**src/rtl/rack_spike_rx_if.sv**
```systemverilog
// rack_spike_rx_if: window clock, spike lines, host select and latched count outputs of the spike receiver.
interface rack_spike_rx_if #(
   parameter int NCH = 14,
   parameter int CW  = 16
);
   logic              sim_clk;
   logic [NCH-1:0]    spike_in;
   logic [3:0]        chan_sel;
   logic [NCH*CW-1:0] count_bus;
   logic [CW-1:0]     count_sel;
   logic [CW+3:0]     total_out;
   logic              window_valid;
   logic [NCH-1:0]    ovf;
   modport slave (input sim_clk, spike_in, chan_sel,
                  output count_bus, count_sel, total_out, window_valid, ovf);
   modport master (output sim_clk, spike_in, chan_sel,
                   input count_bus, count_sel, total_out, window_valid, ovf);
endinterface

```
**src/rtl/rack_spike_rx.sv**
```systemverilog
// rack_spike_rx: spike link receiver; syncs lines, counts rising edges per sim_clk window, latches counts.
// Define RACK_RX_GLITCH_EN to require MIN_HIGH synced high cycles before a line counts as high.
module rack_spike_rx #(
   parameter int NCH      = 14,
   parameter int CW       = 16,
   parameter int MIN_HIGH = 2
) (
   input logic            clk,
   input logic            reset_global,
   rack_spike_rx_if.slave bus
);
   logic [NCH-1:0] r_s1, r_s2, r_prev, r_live_ovf, r_ovf;
   logic           r_sim1, r_sim2, r_sim_prev;
   logic [CW-1:0]  r_cnt [NCH];
   logic [CW-1:0]  r_bus [NCH];
   logic [CW+3:0]  r_total;
   logic [CW-1:0]  r_sel;
   logic           r_valid;
   logic           w_tick;
   logic [NCH-1:0] w_level, w_rise;
   logic [CW+3:0]  w_sum;

   if (MIN_HIGH < 1) begin : g_chk
      $error("MIN_HIGH must be at least 1");
   end

`ifdef RACK_RX_GLITCH_EN
   localparam int HW = $clog2(MIN_HIGH) + 1;
   localparam logic [HW-1:0] HMAX = HW'(MIN_HIGH - 1);
   logic [HW-1:0] r_hcnt [NCH];
   // r_hcnt counts synced high cycles already seen; the level passes once MIN_HIGH-1 precede the current one
   always_ff @(posedge clk or posedge reset_global) begin
      if (reset_global)
         for (int i = 0; i < NCH; i++) r_hcnt[i] <= '0;
      else
         for (int i = 0; i < NCH; i++)
            r_hcnt[i] <= !r_s2[i] ? '0 : (r_hcnt[i] == HMAX ? HMAX : r_hcnt[i] + 1'b1);
   end
   always_comb begin
      w_level = '0;
      for (int i = 0; i < NCH; i++) w_level[i] = r_s2[i] && r_hcnt[i] == HMAX;
   end
`else
   assign w_level = r_s2;
`endif

   assign w_rise = w_level & ~r_prev;
   assign w_tick = r_sim2 & ~r_sim_prev;

   always_comb begin
      w_sum = '0;
      for (int i = 0; i < NCH; i++) w_sum = w_sum + (CW+4)'(r_cnt[i]);
   end

   always_ff @(posedge clk or posedge reset_global) begin
      if (reset_global) begin
         r_s1       <= '0;
         r_s2       <= '0;
         r_prev     <= '0;
         r_live_ovf <= '0;
         r_ovf      <= '0;
         r_sim1     <= 1'b0;
         r_sim2     <= 1'b0;
         r_sim_prev <= 1'b0;
         r_total    <= '0;
         r_sel      <= '0;
         r_valid    <= 1'b0;
         for (int i = 0; i < NCH; i++) begin
            r_cnt[i] <= '0;
            r_bus[i] <= '0;
         end
      end else begin
         r_s1       <= bus.spike_in;
         r_s2       <= r_s1;
         r_prev     <= w_level;
         r_sim1     <= bus.sim_clk;
         r_sim2     <= r_sim1;
         r_sim_prev <= r_sim2;
         r_valid    <= w_tick;
         r_sel      <= (32'(bus.chan_sel) < NCH) ? r_bus[bus.chan_sel] : '0;
         if (w_tick) begin
            // edges coincident with the tick open the new window
            r_ovf      <= r_live_ovf;
            r_live_ovf <= '0;
            r_total    <= w_sum;
            for (int i = 0; i < NCH; i++) begin
               r_bus[i] <= r_cnt[i];
               r_cnt[i] <= w_rise[i] ? CW'(1) : '0;
            end
         end else begin
            for (int i = 0; i < NCH; i++)
               if (w_rise[i]) begin
                  if (r_cnt[i] == '1) r_live_ovf[i] <= 1'b1;
                  else r_cnt[i] <= r_cnt[i] + 1'b1;
               end
         end
      end
   end

   for (genvar g = 0; g < NCH; g++) begin : g_bus
      assign bus.count_bus[g*CW +: CW] = r_bus[g];
   end
   assign bus.count_sel    = r_sel;
   assign bus.total_out    = r_total;
   assign bus.window_valid = r_valid;
   assign bus.ovf          = r_ovf;
endmodule

```
**src/flat_wrapper.sv**
```systemverilog
// flat-port wrapper written by rule: the top's interface ports become plain ports
module rack_spike_rx_flat 
#(
   parameter int NCH      = 14,
   parameter int CW       = 16,
   parameter int MIN_HIGH = 2
)
  (clk, reset_global, bus_sim_clk, bus_spike_in, bus_chan_sel, bus_count_bus, bus_count_sel, bus_total_out, bus_window_valid, bus_ovf);
  rack_spike_rx_if #(.NCH(NCH), .CW(CW)) bus_i ();
  input logic clk;
  input logic reset_global;
  input wire logic [$bits(bus_i.sim_clk)-1:0] bus_sim_clk;
  input wire logic [$bits(bus_i.spike_in)-1:0] bus_spike_in;
  input wire logic [$bits(bus_i.chan_sel)-1:0] bus_chan_sel;
  output wire logic [$bits(bus_i.count_bus)-1:0] bus_count_bus;
  output wire logic [$bits(bus_i.count_sel)-1:0] bus_count_sel;
  output wire logic [$bits(bus_i.total_out)-1:0] bus_total_out;
  output wire logic [$bits(bus_i.window_valid)-1:0] bus_window_valid;
  output wire logic [$bits(bus_i.ovf)-1:0] bus_ovf;
  assign bus_i.sim_clk = bus_sim_clk;
  assign bus_i.spike_in = bus_spike_in;
  assign bus_i.chan_sel = bus_chan_sel;
  assign bus_count_bus = bus_i.count_bus;
  assign bus_count_sel = bus_i.count_sel;
  assign bus_total_out = bus_i.total_out;
  assign bus_window_valid = bus_i.window_valid;
  assign bus_ovf = bus_i.ovf;
  rack_spike_rx #(.NCH(NCH), .CW(CW), .MIN_HIGH(MIN_HIGH)) u_core (.clk(clk), .reset_global(reset_global), .bus(bus_i));
endmodule
```
**config.mk**
```make
export PLATFORM = sky130hd
export DESIGN_NAME = rack_spike_rx_flat
export DESIGN_NICKNAME = d
export VERILOG_FILES = /design/src/rtl/rack_spike_rx_if.sv /design/src/rtl/rack_spike_rx.sv /design/src/flat_wrapper.sv
export SDC_FILE = /design/constraint.sdc
export NUM_CORES = 2
export LEC_CHECK = 0
export CORE_UTILIZATION = 50
export DETAILED_ROUTE_END_ITERATION = 8
export GPL_TIMING_DRIVEN = 0
export PLACE_DENSITY = 0.74
export SETUP_SLACK_MARGIN = 0.02
export SYNTH_ARGS = -nofsm -noshare
export SYNTH_HDL_FRONTEND = slang
export SYNTH_SLANG_ARGS = --single-unit
```
**constraint.sdc**
```tcl
create_clock -name clk -period 18.89 [get_ports clk]
set_input_delay 4.7225 -clock clk [delete_from_list [all_inputs] [get_ports clk]]
set_output_delay 4.7225 -clock clk [all_outputs]
set_load 0.1 [all_outputs]
```
## Word level (Yosys, flattened, before mapping)

Cells that the tools add are included.

- Register bits after elaboration: 558
- Bits of input ports: 21
- Output and inout port bits: 275
- Logic and storage cells: 246

- Add/subtract/negate cells: 27
- $lt $le $gt $ge: 2
- Equality and inequality tests: 28
- Mux-type cells: 76
- Bitwise operators: 5
- Reductions and logical operators: 56

Operators by type and width:

| kind | number |
|---|---|
| $mux W16 | 31 |
| $add A20 B16 Y20 | 12 |
| $add A16 B1 Y16 const B | 14 |
| $eq A16 B16 Y1 const B | 14 |
| $mux W224 | 1 |
| $bmux W16 S4 | 1 |
| $reduce_and A2 Y1 | 28 |
| $reduce_bool A2 Y1 | 28 |
| $mux W1 | 42 |
| $ne A2 B1 Y1 const B | 14 |
| $add A16 B16 Y17 | 1 |
| $and A14 B14 Y14 | 1 |
| $mux W14 | 1 |
| $not A14 Y14 | 1 |
| $ge A5 B5 Y1 const B | 1 |
| $not A4 Y5 | 1 |
| $lt A4 B4 Y1 const B | 1 |
| $and A1 B1 Y1 | 1 |
| $not A1 Y1 | 1 |

## Depth between registers and ports, before layout

- Word-level depth: 13
- Depth in mapped cells: 23
- Mapped depth without buffers: 23

## Worst setup path after synthesis

OpenSTA, ideal clock, no wires.

- Path kind: register -> register
- Start point: register u_core.r_cnt[208] (netlist name)
- End point: register u_core.r_total[19], in the netlist u_core.bus.total_out[19]
- Setup time: 0.078 ns
- Data arrival time: 6.289 ns
- Required time: 18.812 ns
- Setup slack: 12.523 ns
- Stages on the path, launching flop included: 21
- Buffers on the path: 0
- Period minus slack after synthesis: 6.367 ns
- Cell sequence: dfrtp_1 ha_1 fa_1 a21o_1 a21o_1 a211oi_1 nor2_1 a41oi_1 xor2_1 fa_1 fa_1 fa_1 fa_1 fa_1 inv_1 ha_1 nand4_1 and4bb_2 nor3_1 or3b_2 a21oi_1

- Longest elaborated chain between the ends: 13

RTL lines:

| what | RTL line | RTL |
|---|---|---|
| start: declaration | rack_spike_rx.sv:14 | `logic [CW-1:0] r_cnt [NCH];` |
| start signal: indexed assignment | rack_spike_rx.sv:88 | `r_cnt[i] <= w_rise[i] ? CW'(1) : '0;` |
| start signal: indexed assignment | rack_spike_rx.sv:94 | `else r_cnt[i] <= r_cnt[i] + 1'b1;` |
| $add A16 B16 Y17 | rack_spike_rx.sv:52 | `for (int i = 0; i < NCH; i++) w_sum = w_sum + (CW+4)'(r_cnt[i]);` |
| $add A20 B16 Y20 (12 in a row) | rack_spike_rx.sv:52 |  |
| end signal: assignment | rack_spike_rx.sv:85 | `r_total <= w_sum;` |
| end: declaration | rack_spike_rx.sv:16 | `logic [CW+3:0] r_total;` |

No other way between the ends.
A chain may end at the register's enable or synchronous reset.

## Worst setup path in the final report

- Start point: input port bus_chan_sel[1]
- End point: register u_core.r_sel[12], in the netlist u_core.bus.count_sel[12]

- Longest elaborated chain between the ends: 5
- Elaborated cells on any way between the ends: 6
- Classes of those cells: 1 x order compare; 4 x mux; 1 x bitwise

RTL lines:

| what | RTL line | RTL |
|---|---|---|
| start: declaration | flat_wrapper.sv:14 | `input wire logic [$bits(bus_i.chan_sel)-1:0] bus_chan_sel;` |
| $not A4 Y5 (implied by the code) | rack_spike_rx.sv:80 | `r_sel <= (32'(bus.chan_sel) < NCH) ? r_bus[bus.chan_sel] : '0;` |
| $bmux W16 S4 | rack_spike_rx.sv:80 |  |
| $mux W16 (implied by the code) (2 in a row) | rack_spike_rx.sv:80 |  |
| $mux W16 (*) | rack_spike_rx.sv:80 |  |
| end signal: assignment | rack_spike_rx.sv:80 |  |
| end: declaration | rack_spike_rx.sv:17 | `logic [CW-1:0] r_sel;` |

Mark *: on every way between the ends. The rest lies on a longest branch, timed or not. The select of a mux whose other input is x is not followed.

==> impl_metrics.json <==
{
  "status": "completed",
  "netlist-cell-type-count": 66,
  "tritoncts": "yes",
  "end_kind": "register",
  "buffer_ports.inserted": 293,
  "clk_root_buffer_cell": "sky130_fd_sc_hd__clkbuf_16",
  "timing.final.max_slew_violations": 0,
  "pre_cts_slack_ns": 11.00,
  "syn-mean-instance-area_um2": 9.90,
  "ctsLongestPathBuffers": 3,
  "worst-endpoint-required_ns": 19.37,
  "die_area_um2": 62100,
  "detailedRoute.firstPassIterationCount": 6,
  "synth_area_leaders": "sky130_fd_sc_hd__dfrtp_1 (46%), sky130_fd_sc_hd__fa_1 (11%), sky130_fd_sc_hd__nand2_1 (9.8%), sky130_fd_sc_hd__xor2_1 (3.6%), sky130_fd_sc_hd__mux4_2 (3.5%)",
  "clock_sinks": 558,
  "synthTopCellsByCount": "sky130_fd_sc_hd__nand2_1 (799), sky130_fd_sc_hd__dfrtp_1 (558), sky130_fd_sc_hd__nor2_1 (243)",
  "tns_ns": 0,
  "worst_slew_margin_rel_pct": 7.84,
  "dp_hpwl_um": 82500,
  "rsz0062_at_grt": "false",
  "worst-path-max-fanout": 10,
  "post_cts_hold_buffer_count": 0,
  "synth-edff-count": 0,
  "finish.net_count": 3705,
  "crit_path_cell_trace": "clkdlybuf4s50_1 -> buf_1 -> buf_1 -> mux4_2 -> mux2i_1 -> o21ai_0",
  "synth-async-reset-ratio_pct": 100,
  "final_hold_violation_count": 0,
  "dpl_cell_area_um2": 34800,
  "worst_setup_path_start_kind": "input pin",
  "peak_vdd_ir_mv": 0.228,
  "grt_pass1_vias": 24300,
  "synthesis.instances": 3085,
  "slowest_delay_ns": 0.72,
  "yosys_warnings": 0,
  "drc_errors": 0,
  "clock_latency_on_the_worst_skew_pair_ns": 0.64,
  "die_height_um": 249,
  "max_cap_viol_count": 0,
  "grt_max_degree": 45,
  "cts_repair_resize_count": 0,
  "timing.critical_path.max_delay_family": "buffers and inverters",
  "floorplan.die.width_um": 249,
  "multi_input_area_um2": 15300,
  "clk_transition_reported_paths_ns": 0.07,
  "hold_path.class": "register to register",
  "fmaxAchievable_ghz": 0.135,
  "synthesis.area_um2": 30500,
  "final_antenna_net_count": 0,
  "final_cell_area_um2": 36900,
  "period_minus_slack_ns": 7.42,
  "crit_type": "input pin to register",
  "cts_htree_levels": 2,
  "critical_path_arrival_ns": 7.90,
  "yosysTopAreaCell": "sky130_fd_sc_hd__dfrtp_1",
  "floorplan.rows": 90,
  "drt_first_iter_violations": 2741,
  "grt.total_usage_pct": 34.6,
  "final-setup-viol-count": 0,
  "route.final.wire_length_um": 106000,
  "fillerInstances": 4967,
  "critPathMostFrequentCell": "sky130_fd_sc_hd__buf_1",
  "yosysMostFrequentCell": "sky130_fd_sc_hd__nand2_1",
  "grt.overflow.total": 0,
  "worst-slew-pin-transition_ns": 1.38,
  "synth.net_count": 3336,
  "numCtsBuffers": 59,
  "area_delta_synth_final_pct": 20.8,
  "route.vias.total": 25000,
  "critical_path.n_buffers_inverters": 3,
  "synth.ff_latch_count": 558,
  "routedWlPerCell_um": 24.7,
  "grt_pass1_wl_um": 158000,
  "netlist.area_leader.share_pct": 45.7,
  "reported_leakage_power_nw": 17.2,
  "share_of_final_layout_standard_cells_stronger_than_drive_strength_1_pct": 5.66,
  "critPathSlowestCell": "sky130_fd_sc_hd__buf_1",
  "post-cts-setup-buffers": 0,
  "cellPowerDensity_nw_per_um2": 94.2,
  "start_util_pct": 50.6,
  "synth.yosys.seq_area_share_pct": 45.7,
  "routabilityCongestion": 1.03,
  "period_share_pct": 39.3,
  "antenna_violations_before_repair": 1,
  "most_instantiated_flip_flop_cell_in_the_synthesis_netlist": "sky130_fd_sc_hd__dfrtp_1",
  "post_drt_via_cell_ratio": 5.84,
  "coreArea_um2": 60400,
  "post_route_clock_skew_ns": 0.0189,
  "io_pins": 296,
  "layout.area.seq_um2": 14000,
  "worst_slack_ns": 11.47
}
==> cell families (layout without fill, tap and decap cells) <==
family	after synthesis	after routing	share of synthesized area (%)
other	0	4	0
adder cells (fa/ha/maj)	230	230	13.7
XOR/XNOR	195	195	5.59
flip-flops	558	558	45.7
AO/OA/AOI/OAI	278	278	5.77
buffers and inverters	343	757	4.26
AND/OR/NAND/NOR	1387	1387	19.9
multiplexers	94	94	5.05
==> through the flow <==
step,cells,power (mW),util (%),hold WS (ns)
after floorplan,3085,1.86,-,0.331
after global placement,4160,2.17,57.1,0.334
after detailed placement,4175,2.19,57.6,0.335
after CTS,4281,3.46,61.1,0.340
after global routing,4281,3.59,61.1,0.347
final,4285,3.47,61.1,0.336
==> final timing paths <==
| kind | startpoint | end | slack [ns] | cells past startpoint |
|---|---|---|---|---|
| worst max-delay path | bus_chan_sel[1] | u_core.bus.count_sel[12]$_DFF_PP0_ | 11.47 | 6 |
| worst max register to register | u_core.r_cnt[208]$_DFFE_PP0P_ | u_core.bus.total_out[18]$_DFFE_PP0P_ | 11.57 | 21 |
| worst min-delay path | u_core.r_s1[0]$_DFF_PP0_ | u_core.r_s2[0]$_DFF_PP0_ | 0.34 | 0 |
| worst min register to register | u_core.r_s1[0]$_DFF_PP0_ | u_core.r_s2[0]$_DFF_PP0_ | 0.34 | 0 |
| min in group asynchronous | reset_global | u_core.r_s1[9]$_DFF_PP0_ | 4.59 | 2 |
| max in group asynchronous | reset_global | u_core.bus.count_bus[57]$_DFFE_PP0P_ | 12.28 | 8 |
==> power by group <==
part           total (mW)  leakage [nW]  switching [mW]  internal (mW)
Combinational       0.890          8.50           0.606          0.284
Sequential           1.31          7.62          0.0669           1.24
Clock                1.28          1.05           0.507          0.770
Total                3.47          17.2            1.18           2.29
==> sequential cells by signal (all words and copies together), names as in the netlist <==
signal	flops
u_core.bus.count_bus	224
u_core.r_cnt	224
u_core.bus.total_out	20
u_core.bus.count_sel	16
u_core.bus.ovf	14
u_core.r_live_ovf	14
u_core.r_prev	14
u_core.r_s1	14
u_core.r_s2	14
u_core.bus.window_valid	1
u_core.r_sim1	1
u_core.r_sim2	1
u_core.r_sim_prev	1
==> routing by layer <==
layer	part of all wire, %	up-vias	global-route usage [%]
met3	11	283	8.78
met4	6.5	0	19.3
met1	39	12400	46.2
met5	0	-	0
li1	-	10900	-
met2	44	1452	51.8
==> area by class of cell <==
type                    count  share of cell area (%)
clock inverters            33                    1.23
inverters                 214                    2.19
diodes                      4                  0.0271
flip-flops and latches    558                    37.9
multi-input cells        2184                    41.4
well taps                 782                    2.65
repair buffers            308                    8.79
plain buffers             129                    1.35
clock buffers              73                    4.50
==> cell usage in the layout, fill, tap and decap left out, types with 54 or more instances in the layout <==
| master | instances |
|---|---|
| sky130_fd_sc_hd__a21oi_1 | 55 |
| sky130_fd_sc_hd__and3_1 | 54 |
| sky130_fd_sc_hd__clkbuf_1 | 115 |
| sky130_fd_sc_hd__clkbuf_16 | 61 |
| sky130_fd_sc_hd__clkdlybuf4s50_1 | 293 |
| sky130_fd_sc_hd__dfrtp_1 | 558 |
| sky130_fd_sc_hd__fa_1 | 175 |
| sky130_fd_sc_hd__ha_1 | 55 |
| sky130_fd_sc_hd__inv_1 | 212 |
| sky130_fd_sc_hd__nand2_1 | 799 |
| sky130_fd_sc_hd__nand3_1 | 89 |
| sky130_fd_sc_hd__nand4_1 | 56 |
| sky130_fd_sc_hd__nor2_1 | 243 |
| sky130_fd_sc_hd__o21ai_0 | 95 |
| sky130_fd_sc_hd__xnor2_1 | 70 |
| sky130_fd_sc_hd__xor2_1 | 125 |
No activity file was read; power rests on OpenSTA's default activity.
